==> src/rtl/data_bus_responder.sv <==
// Data-memory bus responder: word RAM plus a small peripheral window
// holding a cycle counter, a byte transmit FIFO and a halt register.
module data_bus_responder #(
  parameter int          RAM_WORDS  = 64,
  parameter int          FIFO_DEPTH = 8,
  parameter logic [31:0] MMIO_BASE  = 32'h0000_1000
) (
  input  logic        clock,
  input  logic        reset,
  input  logic        we,
  input  logic [31:0] a,
  input  logic [31:0] wd,
  output logic [31:0] rd,
  output logic [7:0]  tx_data,
  output logic        tx_valid,
  input  logic        tx_ready,
  output logic        halt,
  output logic [31:0] halt_code
);

  localparam int IW = (RAM_WORDS > 1) ? $clog2(RAM_WORDS) : 1;
  localparam int PW = $clog2(FIFO_DEPTH);
  localparam int CW = PW + 1;
  localparam logic [31:0] RAM_END  = 32'(RAM_WORDS * 4);
  localparam logic [31:0] MMIO_END = MMIO_BASE + 32'd16;
  localparam logic [CW-1:0] DEPTH  = CW'(FIFO_DEPTH);

  logic [31:0]   ram [RAM_WORDS];
  logic [7:0]    fifo [FIFO_DEPTH];
  logic [PW-1:0] wr_ptr;
  logic [PW-1:0] rd_ptr;
  logic [PW-1:0] rd_ptr_inc;
  logic [CW-1:0] count;
  logic [31:0]   cycle;
  logic          overflow;

  logic [31:0]   moff;
  logic [IW-1:0] ram_idx;
  logic          is_ram;
  logic          is_mmio;
  logic          sel_cyc;
  logic          sel_txd;
  logic          sel_sts;
  logic          sel_hlt;
  logic          empty;
  logic          full;
  logic          pop;
  logic          push_req;
  logic          push_ok;
  logic [7:0]    cnt8;
  logic [31:0]   status;
  logic          unused;

  assign is_ram  = a < RAM_END;
  assign is_mmio = (a >= MMIO_BASE) && (a < MMIO_END);
  assign moff    = a - MMIO_BASE;
  assign ram_idx = a[IW+1:2];

  assign sel_cyc = is_mmio && (moff[3:2] == 2'd0);
  assign sel_txd = is_mmio && (moff[3:2] == 2'd1);
  assign sel_sts = is_mmio && (moff[3:2] == 2'd2);
  assign sel_hlt = is_mmio && (moff[3:2] == 2'd3);

  assign empty    = (count == '0);
  assign full     = (count == DEPTH);
  assign tx_valid = !empty;
  assign pop      = tx_valid && tx_ready;
  assign push_req = we && sel_txd;
  // A full FIFO still takes a byte when the head leaves on the same edge
  assign push_ok  = push_req && (!full || pop);

  assign rd_ptr_inc = rd_ptr + PW'(1);
  assign cnt8       = 8'(count);
  assign status     = {16'd0, cnt8, 5'd0, overflow, full, empty};
  assign unused     = ^{moff[31:4], moff[1:0]};

  always_comb begin
    rd = '0;
    unique case (1'b1)
      is_ram:  rd = ram[ram_idx];
      sel_cyc: rd = cycle;
      sel_txd: rd = '0;
      sel_sts: rd = status;
      sel_hlt: rd = {31'd0, halt};
      default: rd = '0;
    endcase
  end

  always_ff @(posedge clock) begin
    if (we && is_ram) begin
      ram[ram_idx] <= wd;
    end
  end

  always_ff @(posedge clock) begin
    if (push_ok) begin
      fifo[wr_ptr] <= wd[7:0];
    end
  end

  always_ff @(posedge clock or posedge reset) begin
    if (reset) begin
      wr_ptr   <= '0;
      rd_ptr   <= '0;
      count    <= '0;
      tx_data  <= '0;
      overflow <= 1'b0;
    end else begin
      if (push_ok) begin
        wr_ptr <= wr_ptr + PW'(1);
      end
      if (pop) begin
        rd_ptr <= rd_ptr_inc;
      end
      count <= count + CW'(push_ok) - CW'(pop);
      // The pushed byte becomes head only when nothing else remains
      if (push_ok && ((count - CW'(pop)) == '0)) begin
        tx_data <= wd[7:0];
      end else if (pop && (count > CW'(1))) begin
        tx_data <= fifo[rd_ptr_inc];
      end
      if (push_req && !push_ok) begin
        overflow <= 1'b1;
      end else if (we && sel_sts && wd[2]) begin
        overflow <= 1'b0;
      end
    end
  end

  always_ff @(posedge clock or posedge reset) begin
    if (reset) begin
      cycle     <= '0;
      halt      <= 1'b0;
      halt_code <= '0;
    end else begin
      if (!halt) begin
        cycle <= cycle + 32'd1;
      end
      if (we && sel_hlt && !halt) begin
        halt      <= 1'b1;
        halt_code <= wd;
      end
    end
  end

endmodule

==> config.mk <==
export PLATFORM = sky130hd
export DESIGN_NAME = data_bus_responder
export DESIGN_NICKNAME = d
export VERILOG_FILES = /design/src/rtl/data_bus_responder.sv
export SDC_FILE = /design/constraint.sdc
export NUM_CORES = 2
export LEC_CHECK = 0
export ABC_CLOCK_PERIOD_IN_PS = 2620
export CAP_MARGIN = 20
export CORE_AREA = 2 2 363 437
export CTS_CLUSTER_DIAMETER = 200
export DETAILED_ROUTE_END_ITERATION = 8
export DIE_AREA = 0 0 365 439
export PLACE_DENSITY = 0.8
export SLEW_MARGIN = 20
export SYNTH_ARGS = -nofsm -noshare
export SYNTH_HDL_FRONTEND = slang
export SYNTH_SLANG_ARGS = --single-unit
==> constraint.sdc <==
create_clock -name clock -period 2.62 [get_ports clock]
set_clock_uncertainty 0.15 [all_clocks]
set_input_delay 0.262 -clock clock [delete_from_list [all_inputs] [get_ports clock]]
set_output_delay 0.262 -clock clock [all_outputs]
set_load 0.01 [all_outputs]
# Yosys cells after proc, flatten, opt, wreduce, memory -nomap -nowiden
# Memory sizes are Yosys's and may differ from the RTL's.
# Index checks and enable logic that the tools add are counted.
# totals
register_bits,84
elab_cells,60
ramBits,2112
mem_count,2
# op_classes
mux,9
n_eq_ne,4
n_lt_le_gt_ge,4
reduce_logical,26
add_sub_neg,7
# memory_table
name,words,word_bits,read_ports,rd_ports_with_merged_regs,wr,line_no,rtl
ram,64,32,1,0,1,28,logic [31:0] ram [RAM_WORDS];
fifo,8,8,1,0,1,29,logic [7:0] fifo [FIFO_DEPTH];
# op_table
operator,n
32-bit one-hot mux with 4 select lines,1
32-bit by 1-bit adder with 32-bit output (second input constant),1
32-bit by 13-bit >= comparator with 1-bit output (second input constant),1
32-bit by 13-bit < comparator with 1-bit output (second input constant),1
32-bit by 9-bit < comparator with 1-bit output (second input constant),1
1-bit logical AND,16
8-bit 2-to-1 mux,2
4-bit zero test,2
4-bit by 1-bit subtractor with 4-bit output,2
3-bit by 1-bit adder with 3-bit output (second input constant),2
1-bit 2-to-1 mux,6
4-bit by 1-bit adder with 4-bit output,1
2-bit equality test (second input constant),2
4-bit equality test (second input constant),1
4-bit by 1-bit > comparator with 1-bit output (second input constant),1
1-bit zero test,4
2-bit nonzero test,2
4-bit by 1-bit subtractor with 4-bit output (second input constant),1
2-bit by 1-bit equality test with 1-bit output (second input constant),1
2-bit zero test,1
1-bit logical OR,1

# Longest topological paths before layout
# logic_depth
depth_word,8
ltp_mapped,14

# Least setup slack after synthesis
# No wires, ideal clock.
# synth_timing
path_kind,input-to-reg
start,input port a[15]
end,memory ram[14][0] (enable)
t_arrival_ns,3.210
path_buffers,2
setup_slack_ns,-1.161
cell_stages,7
setup_time_ns,0.421
path_cell_list,nor4_2 -> nand4_2 -> or3_1 -> buf_6 -> or3_1 -> clkbuf_1 -> nor2_1
# synth_via
elab_chain_cells,4
# synth_lines
element,line_no,rtl
start: declaration,11,"input logic [31:0] a,"
32-bit by 9-bit < comparator with 1-bit output,54,assign is_ram = a < RAM_END;
1-bit logical AND,90,if (we && is_ram) begin
1-bit 2-to-1 mux,90,
1-bit 2-to-1 mux (implied by the code),91,ram[ram_idx] <= wd;
end: declaration,28,
# No other way between the ends.

# Worst setup path after layout
# layout_timing
start,memory ram[32][21]
end,output port rd[21]
# layout_via
elab_chain_cells,2
# layout_lines
element,line_no,rtl
memory read 64 x 32 bit,-,
32-bit one-hot mux with 4 select lines,79,unique case (1'b1)
end: declaration,13,"output logic [31:0] rd,"
# No other way between the ends.

==> impl_metrics.yaml <==
drt:
  drt_iter0_drc: 9114
  ant_nets: 0
  dr.pass1.iters: 8
  drc: 2
  wl_per_cell_um: 38.68
  vias_per_cell: 7.021
  finalWirelength_mm: 272.7
  vias: 49500
yosys:
  syn-num-nets: 4006
  synth_top_area_frac: 0.7445
  synth_top_area_cell: "edfxtp_1"
  synthArstFlopShare: 0.03825
  synth-seq-cells: 2196
  yosys-top-cells-area: "edfxtp_1 (74%), mux4_2 (12%), dfrtp_1 (2.5%)"
  postSynthAreaPerCell_um2: 21.69
  synth_cell_types: 79
  ys.flop_type: "edfxtp_1"
  synth_edf_count: 2112
  syn-cell-area_mm2: 0.08519
  synth_warnings: 0
  seq_area_frac_synth: 0.7692
  synth_cells: 3927
floorplan:
  top_level_ports: 142
  start_util: 0.5462
  die-area_mm2: 0.1602
  die_width_um: 365
  die_height_um: 439
  core-area_mm2: 0.1560
  rows: 159
worst_setup_path:
  arrival_ps: 3120
  crit_fanout: 1
  critical_path_class: "reg -> out"
  cp.required_ps: 2210
  end_kind: "primary output"
  cp-start-kind: "register"
cells_and_area:
  fin_cells: 7050
  num-nets-final: 4862
  multiInputGateArea_mm2: 0.01989
  area_growth_syn_to_layout_pct: 22.19
  fillers: 9144
  seqCellArea_mm2: 0.06552
  layout-drive-gt1-share: 0.3728
timing:
  fin_ws_ps: -909.9
  min_period_over_period: 1.347
  fin_tns_setup_ps: -22800
  hold_violations: 0
  min_period_ps: 3530
  setup_viol: 35
  rsz0062_at_grt: "yes"
  fmax_ghz: 0.2833
  tightest_slew_ps: 1180
  drv_slew: 0
  max_slew_margin: 0.2074
pwr:
  powerDensity_mw_per_mm2: 707.9
  power_leakage_uw: 0.03473
  peakVddDrop_mv: 0.7598
global_routing:
  grt_max_degree: 75
  grt_pass1_vias: 49040
  overflow: 0
  antenna_found_initial: 22
  grt_pass1_wl_mm: 375.7
  grt.total_usage: 0.3405
clocking:
  cts.htree.levels: 4
  clk_latency_ps: 860
  cts-buffers-inserted: 191
  root_buffer: "clkbuf_16"
  cts_buffer_depth: 3
  clock-sinks: 2196
  cts_tree: "built"
  clk_transition_reported_paths_ps: 70
placement:
  dpl.hpwl_mm: 165.8
  dp_cells: 6666
  place_congestion: 1.029
  portBuffers: 139
run_status:
  violations: "DRC, setup timing"
  status: "finished, violations left"
job:
  maxCapViolations: 0
min_path:
  min_path_type: "in -> reg"
worst paths after layout:
kind                              from            end  slack (ps)  cells past startpoint
max                        ram[32][21]         rd[21]        -910                      6
min                              a[25]      wr_ptr[2]         160                      9
max reg2reg                   count[2]       count[1]         -40                     13
min reg2reg                  rd_ptr[2]      rd_ptr[2]         340                      1
max in group asynchronous        reset      cycle[24]        1450                      4
min in group asynchronous        reset  halt_code[16]         230                      3
worst max-delay path, cell delays in order, from the launching register on:
cell	delay, ps
edfxtp_1	460
mux4_2	490
mux4_2	590
nor3_4	220
a2111oi_2	50
a22o_1	280
buf_2	170
flip-flops by register name, indices dropped and copies added (netlist names):
signal,count
halt,1
fifo,64
tx_data,8
wr_ptr,3
count,4
halt_code,32
rd_ptr,3
overflow,1
cycle,32
ram,2048
Yosys cell counts (all sizes together), types with 4 or more instances:
library cell / instances
xnor2: 21
ha: 10
a2111oi: 4
a221o: 4
a31oi: 4
dfrtp: 84
a32oi: 6
nand4: 10
nor3: 31
nand3b: 4
a32o: 22
inv: 15
mux2i: 166
nand2b: 8
o22ai: 45
o221ai: 8
edfxtp: 2112
o21ai: 50
xor2: 18
nor2b: 4
nand3: 32
and2: 7
a22o: 9
a22oi: 52
or3: 8
o22a: 4
nor4: 18
a221oi: 37
a21oi: 40
nand2: 110
or3b: 5
nor2: 129
o41ai: 5
a211oi: 7
mux4: 483
and3: 20
mux2: 70
buf: 142
or2: 4
clkbuf: 78
logic make-up (layout without fill, tap and decap cells):
kind of cell    after synthesis  after routing  synth area share
buf+inv                     237           1256           0.01760
other cells                   0             11                 0
xor+xnor                     39             39          0.004010
flops                      2196           2196            0.7692
simple gates                406            406           0.02300
mux                         719            719            0.1577
fa+ha+maj                    11             11          0.001704
compound gates              319            319           0.02685
cell type report:
class,instances,share of cell area
multi-input combinational,1494,0.1911
antenna,11,0.0002645
tap,2093,0.02516
timing repair buffer,885,0.09285
inverter,15,0.0006371
sequential,2196,0.6295
clock inverter,116,0.01189
clock buffer,240,0.04858
where the power goes:
group          internal (µW)  total [µW]  switching [µW]  leakage [µW]
Sequential             38600       38600            71.6        0.0201
Combinational           2680        6280            3600        0.0116
Clock                  15800       28800           13000       0.00308
Total                  57000       73700           16700        0.0347
cell usage in the layout, fill, tap and decap left out, drive strengths merged, types with 9 or more instances in the layout:
cell	instances
diode	11
bufinv	20
clkdlybuf4s50	49
nand2	110
and3	20
a221oi	37
dlygate4sd3	33
clkbuf	242
mux2	70
nor4	18
dlymetal6s2s	11
a21oi	40
dfrtp	84
nand3	32
nor2	129
clkinv	79
a32o	22
dlygate4sd2	10
buf	780
xor2	18
a22o	9
ha	10
inv	27
nor3	31
mux2i	166
o21ai	50
nand4	10
a22oi	52
o22ai	45
edfxtp	2112
xnor2	21
mux4	483
per-layer routing:
layer  global-route usage  vias to the layer above  part of all wire
li1                     -                    18250                 -
met1               0.4088                    24930              0.31
met2               0.5260                     5046              0.46
met3               0.1172                     1242              0.15
met4               0.2234                       24             0.081
met5             0.001207                        -           0.00051
repair_timing:
item | CTS | global route
buffers inserted | 12 | 2
endpoints found under the setup margin | 83 | 487
gates resized for setup | 341 | 111
endpoints found under the hold margin | 1449 | 0
hold buffers | 33 | 0
pin swaps | 83 | 78
through the flow:
step	utilization	power, µW	hold slack, ps	setup slack (ps)	cell area [µm²]
after global placement	0.6177	44880	328.3	-1570	96340
after detailed placement	0.6177	45040	335.3	-1587	96340
final	0.6673	73680	156.1	-909.9	104100
after floorplan	-	42130	210.9	-250.8	85780
after global routing	0.6672	75040	156.4	-925.6	104100
after CTS	0.6646	73270	57.88	-924.5	103700
Note: power is estimated with default switching activity, not from simulation.
